## src/rtl/reg_share_arbiter.sv

```systemverilog
// reg_share_arbiter: round-robin arbiter that lends one shared register to
// four requesters. A grant lasts until the holder drops its request or has
// held the register for MAX_HOLD cycles. At least one idle cycle always
// separates two grants. N_REQ must be 4, because the owner index and the
// round-robin pointer are both 2 bits wide.
module reg_share_arbiter #(
  parameter int N_REQ    = 4,
  parameter int WIDTH    = 8,
  parameter int MAX_HOLD = 4
) (
  input  logic                   clk,
  input  logic                   rst,
  input  logic [N_REQ-1:0]       req,
  input  logic [N_REQ-1:0]       wr_en,
  input  logic [N_REQ*WIDTH-1:0] wdata,
  input  logic                   clr,
  output logic [N_REQ-1:0]       gnt,
  output logic [WIDTH-1:0]       q,
  output logic [1:0]             q_owner,
  output logic                   busy
);

  typedef enum logic {
    IDLE  = 1'b0,
    GRANT = 1'b1
  } state_e;

  state_e             state_q, state_d;
  logic [N_REQ-1:0]   gnt_q, gnt_d;
  logic [1:0]         idx_q, idx_d;
  logic [1:0]         ptr_q, ptr_d;
  logic [3:0]         holdCnt_q, holdCnt_d;
  logic [WIDTH-1:0]   data_q, data_d;
  logic [1:0]         owner_q, owner_d;

  logic [1:0]         pick;
  logic [1:0]         cand;
  logic               releaseNow;

  // Round-robin pick: walk offsets from high to low, so the requester closest above ptr wins.
  always_comb begin
    pick = ptr_q;
    cand = ptr_q;
    for (int off = N_REQ - 1; off >= 0; off--) begin
      cand = ptr_q + 2'(off);
      if (req[cand]) begin
        pick = cand;
      end
    end
  end

  // Grant FSM: IDLE picks a winner; GRANT counts hold cycles and releases on drop or limit.
  always_comb begin
    state_d    = state_q;
    gnt_d      = gnt_q;
    idx_d      = idx_q;
    ptr_d      = ptr_q;
    holdCnt_d  = holdCnt_q;
    releaseNow = 1'b0;
    case (state_q)
      IDLE: begin
        gnt_d = '0;
        if (|req) begin
          state_d     = GRANT;
          gnt_d[pick] = 1'b1;
          idx_d       = pick;
          holdCnt_d   = 4'd1;
        end
      end
      GRANT: begin
        releaseNow = !req[idx_q] || (holdCnt_q == 4'(MAX_HOLD));
        if (releaseNow) begin
          state_d   = IDLE;
          gnt_d     = '0;
          ptr_d     = idx_q + 2'd1;
          holdCnt_d = 4'd0;
        end else begin
          holdCnt_d = holdCnt_q + 4'd1;
        end
      end
      default: begin
        state_d   = IDLE;
        gnt_d     = '0;
        holdCnt_d = 4'd0;
      end
    endcase
  end

  // Shared register: clear beats a write; only the current holder's strobe lands, even on its release edge.
  always_comb begin
    data_d  = data_q;
    owner_d = owner_q;
    if (clr) begin
      data_d = '0;
    end else if ((state_q == GRANT) && wr_en[idx_q]) begin
      data_d  = wdata[idx_q*WIDTH +: WIDTH];
      owner_d = idx_q;
    end
  end

  // State register with asynchronous active-low reset that aborts any grant in flight.
  always_ff @(posedge clk or negedge rst) begin
    if (!rst) begin
      state_q   <= IDLE;
      gnt_q     <= '0;
      idx_q     <= 2'd0;
      ptr_q     <= 2'd0;
      holdCnt_q <= 4'd0;
      data_q    <= '0;
      owner_q   <= 2'd0;
    end else begin
      state_q   <= state_d;
      gnt_q     <= gnt_d;
      idx_q     <= idx_d;
      ptr_q     <= ptr_d;
      holdCnt_q <= holdCnt_d;
      data_q    <= data_d;
      owner_q   <= owner_d;
    end
  end

  assign gnt     = gnt_q;
  assign busy    = |gnt_q;
  assign q       = data_q;
  assign q_owner = owner_q;

endmodule

```

## config.mk

```make
export PLATFORM = sky130hd
export DESIGN_NAME = reg_share_arbiter
export DESIGN_NICKNAME = d
export VERILOG_FILES = /design/src/rtl/reg_share_arbiter.sv
export SDC_FILE = /design/constraint.sdc
export NUM_CORES = 1
export LEC_CHECK = 0
export CORE_ASPECT_RATIO = 1.4
export CORE_MARGIN = 5
export CORE_UTILIZATION = 45
export CTS_CLUSTER_DIAMETER = 80
export DETAILED_ROUTE_END_ITERATION = 7
export PLACE_DENSITY = 0.95
export SLEW_MARGIN = 20
export SYNTH_ARGS = -nofsm -noshare
export SYNTH_HDL_FRONTEND = slang
export SYNTH_SLANG_ARGS = --single-unit
export TNS_END_PERCENT = 5
```

## constraint.sdc

```tcl
create_clock -name clk -period 5.4 [get_ports clk]
set_clock_uncertainty 0.1 [all_clocks]
set_input_delay 0.54 -clock clk [delete_from_list [all_inputs] [get_ports clk]]
set_output_delay 0.54 -clock clk [all_outputs]
set_load 0.02 [all_outputs]
```

## After elaboration in Yosys (flattened, before gate mapping)

Index checks and enable logic that the tools add are counted.

| word-level totals | value |
|---|---|
| register bits after elaboration | 23 |
| output and inout bits | 15 |
| bits of input ports | 43 |

| cells by class | value |
|---|---|
| $lt $le $gt $ge | 7 |
| shift-type cells | 1 |
| multiplexer cells | 29 |
| $add $sub $neg | 5 |
| equal/unequal tests | 3 |
| bitwise logic cells | 2 |
| reduce and logical (&&, ||, !) cells | 10 |

Operator list:

| kind | number |
|---|---|
| $shiftx A32 B6 Y8 | 1 |
| $lt A2 B3 Y1 const B | 6 |
| $mux W4 | 4 |
| $mux W8 | 2 |
| $pmux W4 S2 | 2 |
| $bmux W1 S2 | 6 |
| $mux W1 | 9 |
| $mux W2 | 4 |
| $reduce_or A4 Y1 | 2 |
| $reduce_and A2 Y1 | 3 |
| $add A2 B1 Y2 const B | 2 |
| $add A2 B2 Y2 const B | 2 |
| $add A4 B1 Y4 const B | 1 |
| $eq A4 B3 Y1 const B | 1 |
| $demux W1 S2 | 1 |
| $ge A2 B1 Y1 const B | 1 |
| $logic_and A1 B1 Y1 | 2 |
| $ne A2 B1 Y1 const B | 1 |
| $ne A2 B2 Y1 const B | 1 |
| $not A1 Y1 | 2 |
| $pmux W1 S2 | 1 |
| $reduce_bool A2 Y1 | 1 |
| $logic_not A1 Y1 | 1 |
| $logic_or A1 B1 Y1 | 1 |

## Logic depth before layout (Yosys ltp)

Gate-level depths: netlist of the first run.

| logic depth | value |
|---|---|
| depth in word-level cells | 13 |
| mapped depth | 7 |
| gate-level depth less buffers | 6 |

## Least setup slack after synthesis of the first run

No wires, ideal clock.

| path | value |
|---|---|
| path type | input port to flip-flop |
| from | in wr_en[3] |
| to | reg owner_q[0], in the netlist q_owner[0] |
| data arrival time | 1.529 ns |
| cell stages on the path | 3 |
| setup time | 0.125 ns |
| slack | 3.646 ns |
| required time | 5.175 ns |
| path through | mux4_2 > nand3b_2 > mux2_2 |

| between the ends | value |
|---|---|
| cells in the longest elaborated chain, start to end | 4 |

RTL lines:

| what | line | text |
|---|---|---|
| from (decl) | 14 | `input logic [N_REQ-1:0] wr_en,` |
| $bmux W1 S2 | 95 | `end else if ((state_q == GRANT) && wr_en[idx_q]) begin` |
| $mux W1 (not written as such) | 95 |  |
| $logic_and A1 B1 Y1 | 95 |  |
| $reduce_and A2 Y1 (no line) | n/a |  |
| to (signal assigned) | 118 | `owner_q <= owner_d;` |
| to (decl) | 34 | `logic [1:0] owner_q, owner_d;` |

No other way between the ends. The select of a mux whose other input is x is not followed.
A chain may end at the register's enable or synchronous reset.

## Worst setup path after layout of the first run

| path | value |
|---|---|
| from | reg gnt_q[1], in the netlist gnt[1] |
| to | out busy |

| between the ends | value |
|---|---|
| cells in the longest elaborated chain, start to end | 1 |

RTL lines:

| what | line | text |
|---|---|---|
| from (decl) | 29 | `logic [N_REQ-1:0] gnt_q, gnt_d;` |
| from (signal assigned) | 113 | `gnt_q <= gnt_d;` |
| $reduce_or A4 Y1 | 123 | `assign busy = \|gnt_q;` |
| to (decl) | 20 | `output logic busy` |

No other way between the ends.

==> impl.org, run 1 <==
** Run
- Max cap viols :: 0

** Power and ir drop
- Cell leakage power :: 0.804 nW
- Of the total power, registers draw 37.7%.
- IR analysis of the VDD net gives a maximum drop of 0.000384 V.
- In this run the power spent charging and discharging nets is 0.369 mW.
- Switching power as a share of total power :: 39.9%
- The internal portion of the total power is 0.555 mW.
- Part of the power in combinational logic :: 51.1%
- Dividing total power by cell area gives a power density of 474 nW/µm².
- Design Power :: 0.925 mW
- Share of total power in the clock network :: 11.2%

** Synth
- Counting flops with a built-in enable in the synthesized netlist gives 0.
- Post-Syn Area per Cell :: about 11 µm²
- Synth Instances :: 118
- Main flop type after synthesis :: sky130_fd_sc_hd__dfrtp_1
- Summed over all instances, the cell type with the most area after synthesis is sky130_fd_sc_hd__dfrtp_1.
- Share of flip-flops with an asynchronous set or reset :: 100%
- Sorting the synthesized cells by area gives the leading types as sky130_fd_sc_hd__dfrtp_1, sky130_fd_sc_hd__mux4_2, sky130_fd_sc_hd__o21ai_0, sky130_fd_sc_hd__nand2_1, sky130_fd_sc_hd__inv_1.
- Counting every net in the synthesized netlist gives 163.
- Sequential cells were found to cover 43.6% of the synthesized design area.
- For this run, the number of Yosys warnings is 0.
- In this run the cell area of the synthesized design comes to 1320 µm².
- Number of synthesized register bits :: 23
- Count of different cell masters after synthesis :: 37
- Top-area cell type share of the netlist area :: a little over two fifths

** Timing
- Max-slew headroom at the worst pin :: ~47%
- Final setup TNS :: 0 ns
- The number of slew-limit violations in the final report came to 0.
- Fin crit share :: 44.2%
- Based on the critical path, the design can be clocked at up to 419 MHz.
- The routed design could run at a clock period as short as 2.39 ns.
- The final count of hold timing violations was 0.
- Hold timing on the final database bottoms out at a slack of roughly 0.13 ns.
- Measured slew at the worst slew-check pin :: ~0.80 ns
- Setup violations remaining at the end of the flow were counted as 0.
- Setup repair after global routing left no endpoint under its margin.

** Outcome
- The run finished with clean final reports.

** Routing
- The pre-antenna-repair detailed-routing pass consisted of 4 iterations.
- Number of DRC markers in iteration 0 :: 25
- The routed design has approximately 3700 µm of wire.
- In this run the remaining antenna-violating nets after routing total 0.
- Across all layers, the routed design uses 1,186 vias.
- Average detailed-routed wire length per instance :: 17.3 µm
- In the routed layout, each cell is associated on average with a via count of 5.62.
- Residual DRC :: 0

** GRT
- Summed over all layers, the global routing overflow is 0.
- Number of antenna violations at the first check in global routing :: 0
- The first global-routing pass estimated 6130 µm of wire.
- Global routing consumed, over all layers together, between 10% and 20% of the routing resources.
- The via count of the first global-routing pass came to 1,277.
- Largest net degree at the start of global routing :: 24

** Clock network
- The root buffer cell chosen for the clock tree is sky130_fd_sc_hd__clkbuf_8.
- TritonCTS built the clock tree.
- For this design, the CTS-stage hold fixing added 0 buffers.
- Resized cells post-CTS :: 0
- CTS built an H-tree with a depth of 1.
- The later pin in the worst-skew pair is clocked with a latency of 0.26 ns.
- After clock tree synthesis, the setup repair step added 0 buffers.
- The clock passes through at most 2 buffers.
- After clock tree synthesis, the clock-pin slew on the worst setup and hold paths is 0.08 ns.
- Number of clock sinks :: 23
- Counting the buffers created by CTS gives 3.

** Placed design
- Final HPWL DP :: 2950 µm
- The count of buffers added on input and output ports is 57.
- Final weighted congestion of routability-driven global placement :: 0.861
- Total cell area at the placement stage :: 1910 µm²

** Floorplanning
- From bottom edge to top edge, the die measures about 74 µm.
- Horizontal die dimension :: between 50 and 60 µm
- Core area :: 2850 µm²
- Area of the die :: just over 4000 µm²
- Once the floorplan was initialized, standard cells occupied 46.4% of the core.
- Standard-cell row count :: 23
- between 50 and 60 I/O pins were placed.

** Hold path
- The path class of the tightest hold or removal check is input pin to async pin.

** Setup path
- Crit start category :: register
- Critical path class :: register to output pin
- For the worst setup path, the data arrival time is ~1.8 ns.
- Peak fanout along the critical path :: 3
- Worst setup EP type :: output pin
- Crit path required time :: 4.76 ns

** Layout
- Cells with a size suffix above 1 make up 11.5% of the layout.
- Layout-stage area growth over the synthesis result :: 47.5%
- Filler Cell Count :: about 210
- The net count of the finished layout is 220.
- Number of antenna repair diodes :: 0
- Post-route cell area :: 1950 µm²
## power groups by stage
stage | Combinational (mW) | Clock [mW] | Sequential, mW
floorplan | 0.288 | 0 | 0.343
detailed placement | 0.481 | 0 | 0.353
finish | 0.473 | 0.104 | 0.348
CTS | 0.482 | 0.107 | 0.350
global route | 0.514 | 0.114 | 0.364
global placement | 0.463 | 0 | 0.342
## synthesized netlist by cell type (2+ instances only)
cell type,number
sky130_fd_sc_hd__a211oi_1,2
sky130_fd_sc_hd__a21oi_1,2
sky130_fd_sc_hd__a32o_1,2
sky130_fd_sc_hd__buf_2,2
sky130_fd_sc_hd__dfrtp_1,23
sky130_fd_sc_hd__ha_1,2
sky130_fd_sc_hd__inv_1,10
sky130_fd_sc_hd__mux2_2,3
sky130_fd_sc_hd__mux4_2,10
sky130_fd_sc_hd__nand2_1,12
sky130_fd_sc_hd__nand3b_1,3
sky130_fd_sc_hd__nor2_1,6
sky130_fd_sc_hd__nor2b_1,4
sky130_fd_sc_hd__nor3_1,3
sky130_fd_sc_hd__o21ai_0,10
sky130_fd_sc_hd__o31ai_1,2
sky130_fd_sc_hd__or4_1,2
## path summary, 6_finish.rpt
path	end	slack, ns	from	cells after the start
setup / recovery	busy	3.01	gnt[1]$_DFFE_PN0P_	2
hold / removal	q[1]$_DFFE_PN0P_	0.13	rst	1
setup reg to reg	q[0]$_DFFE_PN0P_	3.09	idx_q[0]$_DFFE_PN0P_	4
hold reg to reg	q[5]$_DFFE_PN0P_	0.39	q[5]$_DFFE_PN0P_	2
max in group asynchronous	q[5]$_DFFE_PN0P_	4.74	rst	1
min in group clk	q[5]$_DFFE_PN0P_	0.39	q[5]$_DFFE_PN0P_	2
## routing by layer
metal  GRT usage, %  part of all wire (%)  up-vias
li1               -                     -      553
met1           20.2                    38      572
met2           35.8                    53       55
met3           4.51                   7.2        6
met4           8.11                   1.8        0
met5              0                     0        -
## per-stage QoR
| step | utilization [%] | setup WS [ns] | instances |
|---|---|---|---|
| after floorplan | - | 3.65 | 118 |
| after global placement | 67.0 | 3.10 | 207 |
| after detailed placement | 67.0 | 3.02 | 207 |
| after CTS | 68.6 | 2.99 | 211 |
| after global routing | 68.4 | 2.95 | 211 |
| final | 68.4 | 3.01 | 211 |
## cell families after synthesis
family          share of synthesized area (%)
simple gates                             15.1
mux                                      19.6
buf+inv                                  5.02
flops                                    43.6
fa+ha+maj                                1.89
xor+xnor                                 1.33
compound gates                           13.5
## area by class of cell
cell class / count / area, µm² / area share [%]
clock buffers: 4 / 45.0 / 2.31
inverters: 10 / 37.5 / 1.93
multi-input cells: 80 / 679 / 34.9
flip-flops and latches: 23 / 576 / 29.5
well taps: 37 / 46.3 / 2.37
repair buffers: 57 / 566 / 29.0
## sequential cells by signal, indices dropped and copies added, names as in the netlist
| signal | cells |
|---|---|
| q_owner | 2 |
| ptr_q | 2 |
| holdCnt_q | 4 |
| idx_q | 2 |
| q | 8 |
| gnt | 4 |
| state_q | 1 |
## critical path, cell delays in order (launching register included)
cell                              delay [ns]
sky130_fd_sc_hd__dfrtp_1                0.40
sky130_fd_sc_hd__or4_1                  0.53
sky130_fd_sc_hd__clkdlybuf4s50_1        0.56
## cells in the final DEF (no fill, tap or decap), types with 2 or more instances in the layout
cell type	instances
sky130_fd_sc_hd__clkdlybuf4s50_1	56
sky130_fd_sc_hd__dfrtp_1	23
sky130_fd_sc_hd__nand2_1	12
sky130_fd_sc_hd__inv_1	10
sky130_fd_sc_hd__mux4_2	10
sky130_fd_sc_hd__o21ai_0	10
sky130_fd_sc_hd__nor2_1	6
sky130_fd_sc_hd__nor2b_1	4
sky130_fd_sc_hd__nand3b_1	3
sky130_fd_sc_hd__nor3_1	3
sky130_fd_sc_hd__mux2_2	3
sky130_fd_sc_hd__clkbuf_8	3
sky130_fd_sc_hd__or4_1	2
sky130_fd_sc_hd__o31ai_1	2
sky130_fd_sc_hd__a211oi_1	2
sky130_fd_sc_hd__a32o_1	2
sky130_fd_sc_hd__a21oi_1	2
sky130_fd_sc_hd__ha_1	2
(Power assumes the default switching activity.)
==> inputs of run 2 (changes only) <==
--- a/config.mk
+++ b/config.mk
@@ -7,10 +7,10 @@
 export LEC_CHECK = 0
 export CORE_ASPECT_RATIO = 1.4
 export CORE_MARGIN = 5
-export CORE_UTILIZATION = 45
+export CORE_UTILIZATION = 38
 export CTS_CLUSTER_DIAMETER = 80
 export DETAILED_ROUTE_END_ITERATION = 7
-export PLACE_DENSITY = 0.95
+export PLACE_DENSITY = 0.86
 export SLEW_MARGIN = 20
 export SYNTH_ARGS = -nofsm -noshare
 export SYNTH_HDL_FRONTEND = slang
==> constraint.sdc (replaced) <==
create_clock -name clk -period 1.9 [get_ports clk]
set_clock_uncertainty 0.1 [all_clocks]
set_input_delay 0.19 -clock clk [delete_from_list [all_inputs] [get_ports clk]]
set_output_delay 0.19 -clock clk [all_outputs]
set_load 0.02 [all_outputs]
==> impl.org, run 2 (synthesis gave the netlist of run 1 again) <==
** Outcome
- Outcome :: finished, final reports clean

** Power and ir drop
- Power dissipated by switching net loads :: roughly 1.1 mW
- Sequential power share :: 30.9%
- Switching power as a share of total power :: slightly below 40%
- The share of total power dissipated in the clock network is between 10% and 20%.
- Per report_power, the combinational group accounts for 58.2% of the total.
- The internal power of the cells totals 1.69 mW.
- Pwr Density :: 1340 nW/µm²
- The design draws about 2.8 mW.
- Cell leakage power :: 0.878 nW
- VDD sags by at most 0.00105 V.

** Routing
- Average detailed-routed wire length per instance :: 17.7 µm
- Via/cell ratio :: 5.48
- Number of DRC markers in iteration 0 :: 82
- Count of antenna-violating nets left after detailed routing :: 0
- The final layout contains routed wiring with a total length of 4040 µm.
- After detailed routing, the number of remaining DRC violations is 0.
- Number of vias after detailed routing :: 1,254
- Number of search-and-repair iterations in the first detailed-routing pass :: 4

** Clock network
- The number of gates resized after CTS was 1.
- After clock tree synthesis, the clock-pin slew on the worst setup and hold paths is around 0.080 ns.
- Post-CTS Repair Setup Buffers :: 0
- TritonCTS built the clock tree.
- In this run, CTS created clock tree buffers numbering 3.
- The clock drives 23 sinks.
- Clock latency reported for the late side of the worst-skew pair :: 0.26 ns
- CTS placed an instance of sky130_fd_sc_hd__clkbuf_8 at the clock tree root.
- Hold-fix buffer count after cts :: 0
- CTS built an H-tree with a depth of 1.
- Bufs on Longest Clock Path :: 2

** Floorplanning
- Initial Util :: between 30 and 40%
- The die is 79.8 µm tall.
- Area of the die :: 4770 µm²
- Pin placement for this block handled 58 I/O pins.
- Core area :: approximately 3400 µm²
- Standard-cell row count :: 25
- Horizontal die dimension :: approximately 60 µm

** GRT
- The via count of the first global-routing pass was 1,323.
- Total routing resource utilization after global routing :: 17.3%
- Overall overflow remaining after global route :: 0
- The first global-routing pass estimated 6250 µm of wire.
- Number of antenna violations at the first check in global routing :: 0
- Largest net degree at the start of global routing :: 24

** Timing
- In this run the tightest slew margin relative to its limit is 69.8%.
- Final Max Tran Viols :: 0
- Highest clock frequency the design can meet :: 550 MHz
- For the finished layout, the period the worst path requires is 1.82 ns.
- Worst setup margin :: 0.0810 ns
- Fin crit share :: 95.7%
- The final count of hold timing violations is 0.
- Final-report setup violation count :: 0
- For the pin with the worst max-slew slack, the measured transition is 0.449 ns.
- Setup repair after global routing left no endpoint under its margin.

** Setup path
- Counting both buffers and inverters, the worst setup path holds a total of 1.
- The critical path is of the register to output pin type.
- In this run the worst path has a maximum fanout of 3.
- Largest delay contributor family on the critical path :: simple AND/OR/NAND/NOR gates
- On the critical path, the stage with the largest delay is an instance of sky130_fd_sc_hd__or4_1.
- Worst-path cell chain :: or4_1, dlygate4sd2_1
- Data on the critical path is required at its endpoint by approximately 1.6 ns.
- Data on the critical path arrives at its endpoint at 1.53 ns.
- STA classifies the critical path startpoint as a register.
- CP peak stage delay :: 0.52 ns
- Worst setup EP type :: output pin

** Layout
- 0 antenna diodes ended up in the layout.
- In the layout the commonest cells are sky130_fd_sc_hd__clkdlybuf4s50_1, sky130_fd_sc_hd__dfrtp_1, sky130_fd_sc_hd__buf_4, sky130_fd_sc_hd__nand2_1.
- The area growth from synthesis to layout is 56.6%.
- Share of final-layout standard cells stronger than drive strength 1 :: roughly 18%
- Final net count :: 235
- Leaving out fill and tap cells, the most frequent cell in the layout is sky130_fd_sc_hd__clkdlybuf4s50_1.
- Largest register FFs :: 8
- For this run, the share of the core covered by cells in the final layout is between 60% and 70%.
- Post-route insts no fill :: 229

** Placed design
- Summed over all nets, the half-perimeter wirelength after detailed placement is 3230 µm.
- Routability-driven placement finished with a final weighted congestion of slightly above 0.8.
- OpenSTA, run right after detailed placement, puts the worst setup slack at -0.0583 ns.
- Count of placed standard cells including taps :: 225
- During placement, the flow inserted port buffers numbering 57.

** Hold path
- Type of the worst min-delay path :: input pin to async pin

** Run
- Max cap viols :: 0
## run 2: stage by stage
step | area, µm² | hold WS (ns) | TNS, ns
3_5_place_dp | 2030 | 0.373 | -0.253
4_1_cts | 2070 | 0.202 | 0
2_1_floorplan | 1320 | -0.206 | 0
3_3_place_gp | 2030 | 0.367 | -0.0156
6_report | 2070 | 0.195 | 0
5_1_grt | 2070 | 0.224 | 0
## run 2: final timing paths
path,startpoint,to,slack [ns],depth (start not counted)
setup / recovery,gnt[1]$_DFFE_PN0P_,busy,0.08,2
setup reg to reg,idx_q[0]$_DFFE_PN0P_,q[2]$_DFFE_PN0P_,0.10,4
max in group asynchronous,rst,idx_q[0]$_DFFE_PN0P_,1.27,2
min in group clk,q[5]$_DFFE_PN0P_,q[5]$_DFFE_PN0P_,0.39,2
hold / removal,rst,q[6]$_DFFE_PN0P_,0.20,2
hold reg to reg,q[5]$_DFFE_PN0P_,q[5]$_DFFE_PN0P_,0.39,2
## run 2: cell type report
class	count	area (µm²)
multi-input combinational	80	679
fill	262	1310
sequential	23	576
inverter	10	37.5
timing repair buffer	72	682
tap	40	50.0
clock buffer	4	45.0
## run 2: routing by layer
layer / vias to the layer above / global-route usage (%) / part of all wire [%]
met4: 0 / 5.99 / 1.7
met2: 70 / 31.3 / 49
met1: 602 / 18.6 / 36
met5: - / 0 / 0
li1: 576 / - / -
met3: 6 / 4.53 / 13
## run 2: power groups by stage
stage | Combinational [mW] | Clock [mW] | Sequential (mW)
finish | 1.62 | 0.301 | 0.860
global route | 1.74 | 0.327 | 0.888
floorplan | 0.819 | 0 | 0.975
CTS | 1.63 | 0.305 | 0.857
global placement | 1.59 | 0 | 0.857
detailed placement | 1.63 | 0 | 0.865
==> inputs of run 3 (changes only) <==
--- a/config.mk
+++ b/config.mk
@@ -11,6 +11,7 @@
 export CTS_CLUSTER_DIAMETER = 80
 export DETAILED_ROUTE_END_ITERATION = 7
 export PLACE_DENSITY = 0.86
+export SETUP_SLACK_MARGIN = 0.3
 export SLEW_MARGIN = 20
 export SYNTH_ARGS = -nofsm -noshare
 export SYNTH_HDL_FRONTEND = slang
==> impl.org, run 3 (synthesis gave the netlist of run 1 again) <==
** Setup path
- The worst setup path is of the input pin to register kind.
- Together, buffers and inverters on the worst path number 2.
- Walking the worst path, the cells encountered are clkdlybuf4s50_1, or4_1, buf_4, nor2_1, a22o_1.
- Worst reg2reg path depth :: 3
- Crit path required time :: 2.00 ns
- In this run the critical register-to-register path is launched from idx_q[0]$_DFFE_PN0P_.
- STA classifies the critical path endpoint as a register.
- The most critical setup path has its startpoint at req[3].
- The worst setup path is launched from an input pin.
- At the worst endpoint, the arrival time is 1.77 ns.
- The kind of cell with the highest combined delay along the critical path is simple AND/OR/NAND/NOR gates.
- Max stage delay cell, worst path :: sky130_fd_sc_hd__or4_1
- On the worst path, the slowest cell contributes a delay of 0.60 ns.
- In this run the worst path has a maximum fanout of 6.
- Counting buffers and inverters, the worst setup path is 5 cells deep.

** Floorplanning
- Standard-cell row count :: 25
- The total area inside the core boundary comes to 3380 µm².
- slightly below 60 I/O pins were placed.
- Initial Util :: 39.1%
- Area of the die :: 4770 µm²
- Measured along the y axis, the die boundary spans 79.8 µm.
- From left edge to right edge, the die measures 59.8 µm.

** Timing
- Final setup TNS :: 0 ns
- Based on the critical path, the design can be clocked at up to 598 MHz.
- Setup slack on the critical path of the routed design comes to 0.229 ns.
- Unrepaired setup endpoints after global routing :: true
- Worst hold slack after final layout :: 0.175 ns
- Measured slew at the worst slew-check pin :: 0.472 ns
- Number of failing hold endpoints at the final stage :: 0
- Final-report setup violation count :: 0
- Final critical-path required period :: 1.67 ns
- Max-slew headroom at the worst pin :: 68.3%
- Dividing the final minimum period by the clock period gives 87.9%.
- Final Max Tran Viols :: 0

** Routing
- Via/cell ratio :: 5.39
- The routed design uses 240 µm of met3 wire.
- Residual DRC :: 0
- Routed length on met2 :: 2000 µm
- Summed over all layers, the routed wires come to 3720 µm.
- Number of DRC markers in iteration 0 :: 23
- Average detailed-routed wire length per instance :: 16.6 µm
- Number of vias after detailed routing :: 1,213
- Number of search-and-repair iterations in the first detailed-routing pass :: 4
- Top sig layer :: met4
- Routed metal-1 wirelength :: 1390 µm
- Once detail routing completed, the nets flagged for antenna violations numbered 0.

** GRT
- Global-route wire length before repair :: 5800 µm
- The number of antenna violations at the first check in global routing came to 0.
- Vias in the first global route :: 1,251
- Entering global routing, the biggest net connects 24 pins.
- Total routing resource utilization after global routing :: about 16%
- For this run the aggregate overflow at the end of global routing stands at 0.

** Placed design
- Placement Setup Slack :: -0.0577 ns
- Count of placed standard cells including taps :: 220
- After legalization and detailed placement, the total HPWL measured 3020 µm.
- Total cell area at the placement stage :: between 2000 and 2500 µm²
- Final weighted congestion of routability-driven global placement :: 0.824
- Number of port buffers :: 57

** Layout
- Share of final-layout standard cells stronger than drive strength 1 :: 18.9%
- The library cell used most frequently in the layout, excluding fill and tap cells, is sky130_fd_sc_hd__clkdlybuf4s50_1.
- Most frequent cells in the layout :: sky130_fd_sc_hd__clkdlybuf4s50_1, sky130_fd_sc_hd__dfrtp_1, sky130_fd_sc_hd__nand2_1, sky130_fd_sc_hd__buf_4
- For this run, the number of standard cells in the final layout without fillers is about 230.
- The area growth from synthesis to layout is 57.5%.
- Number of antenna repair diodes :: 0
- At the end of the flow, the number of nets in the layout was approximately 230.
- Largest register FFs :: 8
- Summing all non-filler instances in the final layout gives an area of 2080 µm².
- Final core utilization :: 61.6%

** Clock network
- The clock reaches the later pin of the worst-skew pair after 0.26 ns.
- In this run, post-CTS hold repair placed 0 buffers.
- Counting the buffers created by CTS gives 3.
- TritonCTS built the clock tree.
- Clock-pin slew reported for the worst setup and hold paths after clock tree synthesis :: 0.07 ns
- Clock tree synthesis selected as its root buffer the cell sky130_fd_sc_hd__clkbuf_8.
- Htree depth :: 1
- The clock net in this run drives a total of 23 sinks.
- Bufs on Longest Clock Path :: 2

** Power and ir drop
- Cell leakage power :: 0.883 nW
- Design Power :: between 2 and 3 mW
- IR analysis of the VDD net gives a maximum drop of approximately 0.0009 V.
- Pwr Density :: 1340 nW/µm²

** Outcome
- Outcome :: finished, final reports clean

** Hold path
- The min-delay analysis places its worst path in the category input pin to async pin.

** Run
- Max cap viols :: 0
[run 3: cell count changes in the layout (fill, tap and decap cells not counted), sizes merged]
cell,previous run,this run
buf,15,12
clkdlybuf4s50,56,55
[run 3: final timing paths]
check                                           end  slack (ns)
setup reg to reg             q_owner[0]$_DFFE_PN0P_        0.23
max in group asynchronous      idx_q[0]$_DFFE_PN0P_        1.29
hold reg to reg                    q[2]$_DFFE_PN0P_        0.40
min in group clk                   q[2]$_DFFE_PN0P_        0.40
hold / removal               q_owner[0]$_DFFE_PN0P_        0.17
setup / recovery           holdCnt_q[1]$_DFFE_PN0P_        0.23
[run 3: power breakdown]
| part | internal, mW | total [mW] | switching, mW |
|---|---|---|---|
| registers | 0.692 | 0.880 | 0.188 |
| clock network | 0.150 | 0.294 | 0.144 |
| logic | 0.851 | 1.62 | 0.766 |
[run 3: area by class of cell]
type                    count  area (µm²)
inverters                  10        37.5
multi-input cells          80         724
fillers                   281        1300
well taps                  40        50.0
flip-flops and latches     23         577
repair buffers             68         647
clock buffers               4        45.0
[run 3: per-layer routing]
layer | vias to the layer above | GRT usage (%)
met2 | 45 | 28.6
li1 | 573 | -
met5 | - | 0
met4 | 0 | 7.98
met3 | 7 | 2.10
met1 | 588 | 17.9
[run 3: what timing repair did]
action                                  in CTS  in global routing
gates resized for setup                     10                  2
setup buffers                                1                  0
endpoints found under the setup margin      22                 24
pin swaps                                    2                  1
